### config.mk
export PLATFORM = sky130hd
export DESIGN_NAME = register_bank_pipe
export DESIGN_NICKNAME = d
export VERILOG_FILES = /design/src/rtl/register_bank_pipe.sv
export SDC_FILE = /design/constraint.sdc
export NUM_CORES = 2
export LEC_CHECK = 0
export ABC_AREA = 1
export BUFFER_PORTS_ARGS = -buffer_cell sky130_fd_sc_hd__clkbuf_2
export CORE_ASPECT_RATIO = 1.2
export CORE_MARGIN = 2
export CORE_UTILIZATION = 45
export CTS_CLUSTER_SIZE = 20
export DETAILED_ROUTE_END_ITERATION = 6
export GPL_TIMING_DRIVEN = 1
export PLACE_DENSITY = 0.67
export SLEW_MARGIN = 15
export SYNTH_ARGS = -nofsm -noshare
export SYNTH_HDL_FRONTEND = slang
export SYNTH_SLANG_ARGS = --single-unit
### constraint.sdc
create_clock -name clk -period 8.95 [get_ports clk]
set_input_delay 1.79 -clock clk [delete_from_list [all_inputs] [get_ports clk]]
set_output_delay 1.79 -clock clk [all_outputs]
set_load 0.05 [all_outputs]
### src/rtl/register_bank_pipe.sv
// 2R/1W register bank with register-0 hardwiring and a sequential scrub engine.
// Optional same-cycle write-to-read forwarding: define REGBANK_BYPASS_EN.
module register_bank_pipe #(
  parameter int DATA_WIDTH = 32,
  parameter int ADDR_WIDTH = 5,
  parameter int ZERO_REG   = 1
) (
  input  logic                  clk,
  input  logic                  reset,
  input  logic [ADDR_WIDTH-1:0] ReadRegister1,
  input  logic [ADDR_WIDTH-1:0] ReadRegister2,
  output logic [DATA_WIDTH-1:0] ReadData1,
  output logic [DATA_WIDTH-1:0] ReadData2,
  input  logic [ADDR_WIDTH-1:0] WriteRegister,
  input  logic [DATA_WIDTH-1:0] WriteData,
  input  logic                  RegWrite,
  input  logic                  ClearReq,
  output logic                  Busy,
  output logic                  ClearDone
);

  localparam int DEPTH = 2**ADDR_WIDTH;
  localparam logic [ADDR_WIDTH-1:0] LAST = ADDR_WIDTH'(DEPTH - 1);

  typedef enum logic [1:0] {
    IDLE,
    CLEAR,
    DONE
  } scrubState_t;

  scrubState_t state;
  logic [ADDR_WIDTH-1:0] counter;
  logic [DATA_WIDTH-1:0] mem [DEPTH];
  logic                  wrEn;

  function automatic logic isZero(
    input logic [ADDR_WIDTH-1:0] a
  );
    return (ZERO_REG != 0) && (a == '0);
  endfunction

  assign wrEn = RegWrite && !Busy
             && !isZero(WriteRegister);

  always_ff @(posedge clk) begin
    if (reset) begin
      state     <= IDLE;
      counter   <= '0;
      Busy      <= 1'b0;
      ClearDone <= 1'b0;
    end else begin
      ClearDone <= 1'b0;
      unique case (state)
        IDLE: begin
          if (ClearReq) begin
            state   <= CLEAR;
            counter <= '0;
            Busy    <= 1'b1;
          end
        end
        CLEAR: begin
          counter <= counter + 1'b1;
          if (counter == LAST) begin
            state     <= DONE;
            ClearDone <= 1'b1;
          end
        end
        DONE: begin
          state <= IDLE;
          Busy  <= 1'b0;
        end
        default: begin
          state <= IDLE;
          Busy  <= 1'b0;
        end
      endcase
    end
  end

  // Writes and scrub clears never coincide: writes are gated by Busy.
  always_ff @(posedge clk) begin
    if (reset) begin
      for (int i = 0; i < DEPTH; i++)
        mem[i] <= '0;
    end else if (state == CLEAR) begin
      mem[counter] <= '0;
    end else if (wrEn) begin
      mem[WriteRegister] <= WriteData;
    end
  end

  function automatic logic [DATA_WIDTH-1:0] rd(
    input logic [ADDR_WIDTH-1:0] a
  );
    if (isZero(a))
      return '0;
`ifdef REGBANK_BYPASS_EN
    if (wrEn && (a == WriteRegister))
      return WriteData;
`endif
    return mem[a];
  endfunction

  assign ReadData1 = rd(ReadRegister1);
  assign ReadData2 = rd(ReadRegister2);

endmodule

# Word-level counts from Yosys, hierarchy flattened
# Memory sizes are Yosys's and may differ from the RTL's.
# Index checks and enable logic that the tools add are counted.
totals:
  register_bits: 9
  ram_bits: 1024
  inputBits: 51
  output_inout_bits: 66
  n_memories: 1
memory_table:
  columns: ["name", "depth", "word_bits", "read_ports", "rd_clocked_by_memory_dff", "write_ports", "line", "rtl"]
  rows:
  - ["mem", 32, 32, 2, 0, 32, "33", "logic [DATA_WIDTH-1:0] mem [DEPTH];"]
op_classes:
  add_sub_neg: 1
  eq_ne: 4
  muxes: 29
  bitwise_logic: 1
  reduce_logical: 15
op_table:
  columns: ["op", "count"]
  rows:
  - ["$mux 32", 6]
  - ["$reduce_or 32->1", 2]
  - ["$logic_not 5->1", 3]
  - ["$mux 1", 15]
  - ["$mux 5", 3]
  - ["$pmux 5 s2", 1]
  - ["$reduce_and 2->1", 3]
  - ["$add 5x1->5 const B", 1]
  - ["$eq 5x5->1 const B", 1]
  - ["$mux 2", 2]
  - ["$ne 2x2->1 const B", 2]
  - ["$pmux 2 s2", 1]
  - ["$eq 2x1->1 const B", 1]
  - ["$logic_and 1x1->1", 2]
  - ["$logic_not 1->1", 2]
  - ["$logic_not 2->1", 1]
  - ["$pmux 1 s2", 1]
  - ["$reduce_bool 2->1", 1]
  - ["$reduce_or 2->1", 1]
  - ["$not 1->1", 1]

# Longest topological paths before layout
depth:
  ltp_word: 9
  ltp_mapped: 13
  ltp_nobuf: 10

# Worst setup path after synthesis
# OpenSTA, ideal clock, no wires.
synth_timing:
  kind: "input -> output"
  start: "input ReadRegister2[0]"
  end: "output ReadData2[21]"
  arrival_ns: 3.762
  required_time_ns: 7.160
  path_slack_ns: 3.398
  cell_stages: 13
  cell_sequence: "buf_2 > inv_1 > clkbuf_1 > clkbuf_1 > buf_2 > nand2_1 > nand3_1 > nand3_1 > nand2_1 > nand2_1 > nand3_1 > nand2_1 > nor2_1"
synth_between:
  elab_chain_len: 3
  word_cells_on_any_way: 4
synth_rtl:
  columns: ["item", "line", "rtl"]
  rows:
  - ["from (decl)", "11", "input logic [ADDR_WIDTH-1:0] ReadRegister2,"]
  - ["parallel branches: the longest is 2 deep, another holds $mem_v2 32x32", null, null]
  - ["$mux 32 *", "101", "return mem[a];"]
  - ["to (decl)", "13", "output logic [DATA_WIDTH-1:0] ReadData2,"]
# Mark *: on every way between the ends.

# Worst setup path after layout
layout_timing:
  start: "input ReadRegister2[0]"
  end: "output ReadData2[24]"
# Same word-level chain as after synthesis.

==> run summary <==
Startpoint class of the critical path = input port
HP Class = flip-flop to flip-flop
Die ar. = 129000 sq um
DR iter-0 viols = 8730
Combinational power share = 14.0%
WP data arrival = 5.52 ns
#FFs+latches synth = 1033
P&R area growth vs syn = 8.65%
Gr ovfl total = 0
Die H = 393 um
Max FO, Critical Path = 154
Number of synthesized flops with an enable pin = 1024
Drt pass-1 iters = 7
Area of placed instances = 58400 sq um
Final Max Tran Viols = 0
DRC viols = 2
Max VDD drop = 183 uV
# Post-CTS Setup Buffers = 0
ANT cells = 0
Post-Syn Area per Cell = 7.79 sq um
CTS sink cnt = 1033
Nets = 7094
Main synth FF type = edfxtp_1
Chip width = 328 um
Net Sw Frac = 28.8%
Outcome = finished with violations
Type of the worst setup path = input port to primary output
Slew HR = 1.34%
Max-cap violations = 0
Avg Vias per Cell = 6.14
Clock transition at the registers of the reported paths = 0.06 ns
Unrepaired setup endpoints after global routing = no
Root buf cell = clkbuf_16
Design Power = 11.6 mW
CTS tree = yes
Slowest CP cell = buf_4
Post-synthesis sequential area ratio = 54.4%
Number of global-route vias before repair = 51400
Sum Neg Setup Slack = 0 ns
Initial antenna violation count = 4
Post-route ant nets = 0
Initial Utilization = 45.5%
Largest net degree at the start of global routing = 192
Standard-cell rows = 142
Critical path's largest stage delay = 0.87 ns
FF-to-FF setup slack = 4.47 ns
Gr busiest metal = met2
PortBufs = 116
I/O pin cnt = 117
Tcrit/Tclk final = 81.6%
Share of layout cells above drive strength 1 = 6.95%
CTS Buf Count = 106
Routed WL per cell = 25.5 um
Non-filler cells, final = 8783
Final wirelength = 224000 um
Endpoints failing setup = 0
RD Place Congestion = 0.881
Clk pwr share = 37.8%
Pleak = 23.8 nW
Max Fclk = 137 MHz
M2 GR Usage = 52.9%
Asr flop ratio synth = 0%
Clk Latency, worst-skew pair = 0.73 ns
Power Dens Cells = 188 nW/um^2
GRT Overall Usage = 33.8%
First-pass GRT wire length = 327000 um
Final min period = 7.31 ns
Worst EP required = 7.16 ns
Met3 usage = 6.69%
Clock buffer depth = 3
Core area = 125000 sq um
Failing checks = DRC
Yosys warnings = 0
Placed insts = 8589
Worst Hold Slack = 0.507 ns
HPWL Detailed = 120000 um
Switching Power = 3.34 mW
Setup Skew = 0.0215 ns
Met1 usage = 42.4%
Synth cell types = 30
Sequential Power Share = 48.2%
Hold Fails Final Rpt = 0
Int Power = 8.25 mW
Worst path most repeated cell = nand2_1
CTS Hold Bufs = 0
Worst slew pin tran = 1.48 ns
Post-route cell area = 61800 sq um
Gate Count Post-Synth = 7300
Cell Area, Synth = 56800 sq um
CP cell instances = buf_8, inv_8, buf_4, nand2_1, nand3_1, nand3_1, nand2_1, nand2_1, nand3_1, nand2_1, nor2_1, clkbuf_2
H-tree depth = 3
CP endpoint kind = primary output
Post_cts resized = 0
Via count = 54000
## routing by layer
layer	wire (um)	vias to the layer above	part of all wire (%)
met1	76700	25300	34
met4	16200	4	7.2
met2	101000	4277	45
met3	30100	942	13
li1	-	23500	-
met5	23	-	0.010
## registers in the layout (all words and copies together), names as in the netlist
| register | count |
|---|---|
| mem | 1024 |
| state | 2 |
| counter | 5 |
| ClearDone | 1 |
| Busy | 1 |
## cell usage after synthesis, types with 9 or more instances
cell      count  area [sq um]
clkbuf_1    451          1690
inv_1        50           188
a21oi_1     103           515
o21ai_0     145           726
dfxtp_1       9           180
edfxtp_1   1024         30700
buf_2       119           596
nand2_2       9          56.3
nand3_1    1375          6880
nor2_4        9           101
nand2_1    2615          9820
buf_1        68           255
nor2_1     1292          4850
## logic make-up (layout without fill, tap and decap cells)
kind of cell	count (synthesis)	after routing	share of synthesized area [%]
buf+inv	695	491	4.86
compound gates	256	256	2.33
simple gates	5313	5313	38.4
fa+ha+maj	2	2	0.0440
other cells	1	32	0.00660
flops	1033	1033	54.4
## worst paths after layout
kind / startpoint / end / depth (start not counted)
max: ReadRegister2[0] / ReadData2[24] / 12
min: Busy$_SDFFE_PP0P_ / Busy$_SDFFE_PP0P_ / 2
max reg2reg: state[0]$_SDFFE_PP0P_ / mem[10][25]$_SDFFCE_PN0P_ / 12
min reg2reg: Busy$_SDFFE_PP0P_ / Busy$_SDFFE_PP0P_ / 2
## worst max-delay path: cells and delay by family
| kind | cells | cell delay, ns |
|---|---|---|
| simple gates | 8 | 1.13 |
| buf+inv | 4 | 2.29 |
## cell usage in the layout, fill, tap and decap left out, types with 3 or more instances in the layout
master and count:
clkinvlp_4 3, a21oi_1 103, o21ai_0 145, clkbuf_2 108, nand2_2 70, edfxtp_1 1024, bufinv_16 7, nor2_1 1292
inv_6 4, dfxtp_1 9, buf_4 115, inv_8 4, nor2_4 9, nand2_1 2550, inv_1 44, buf_8 4
conb_1 32, nand3_2 4, clkinv_1 26, clkinv_2 26, buf_12 12, nand2_4 4, clkbuf_16 107, inv_2 4
clkbuf_1 21, nor3_1 4, nand3_1 1373, nor2_2 4
## per-stage QoR
stage / utilization (%) / setup WS (ns)
after detailed placement: 46.7 / 1.90
after global placement: 46.7 / 1.89
after floorplan: - / 3.40
final: 49.4 / 1.64
after CTS: 49.4 / 1.90
after global routing: 49.4 / 1.57
## area by class of cell
| type | instances | area [sq um] |
|---|---|---|
| multi-input combinational | 5603 | 23500 |
| timing repair buffer | 241 | 1730 |
| clock buffer | 128 | 2760 |
| fill | 11800 | 63300 |
| tap | 1656 | 2070 |
| sequential | 1033 | 30900 |
| inverter | 56 | 253 |
| clock inverter | 66 | 564 |
## power groups by stage
| stage | sequential [mW] | combinational (mW) | clock, mW |
|---|---|---|---|
| after global routing | 5.60 | 1.71 | 4.56 |
| final | 5.58 | 1.62 | 4.38 |
| after detailed placement | 5.68 | 1.57 | 0 |
| after floorplan | 5.66 | 1.01 | 0 |
| after global placement | 5.68 | 1.55 | 0 |
| after CTS | 5.58 | 1.57 | 4.38 |
Note: power is estimated with default switching activity, not from simulation.
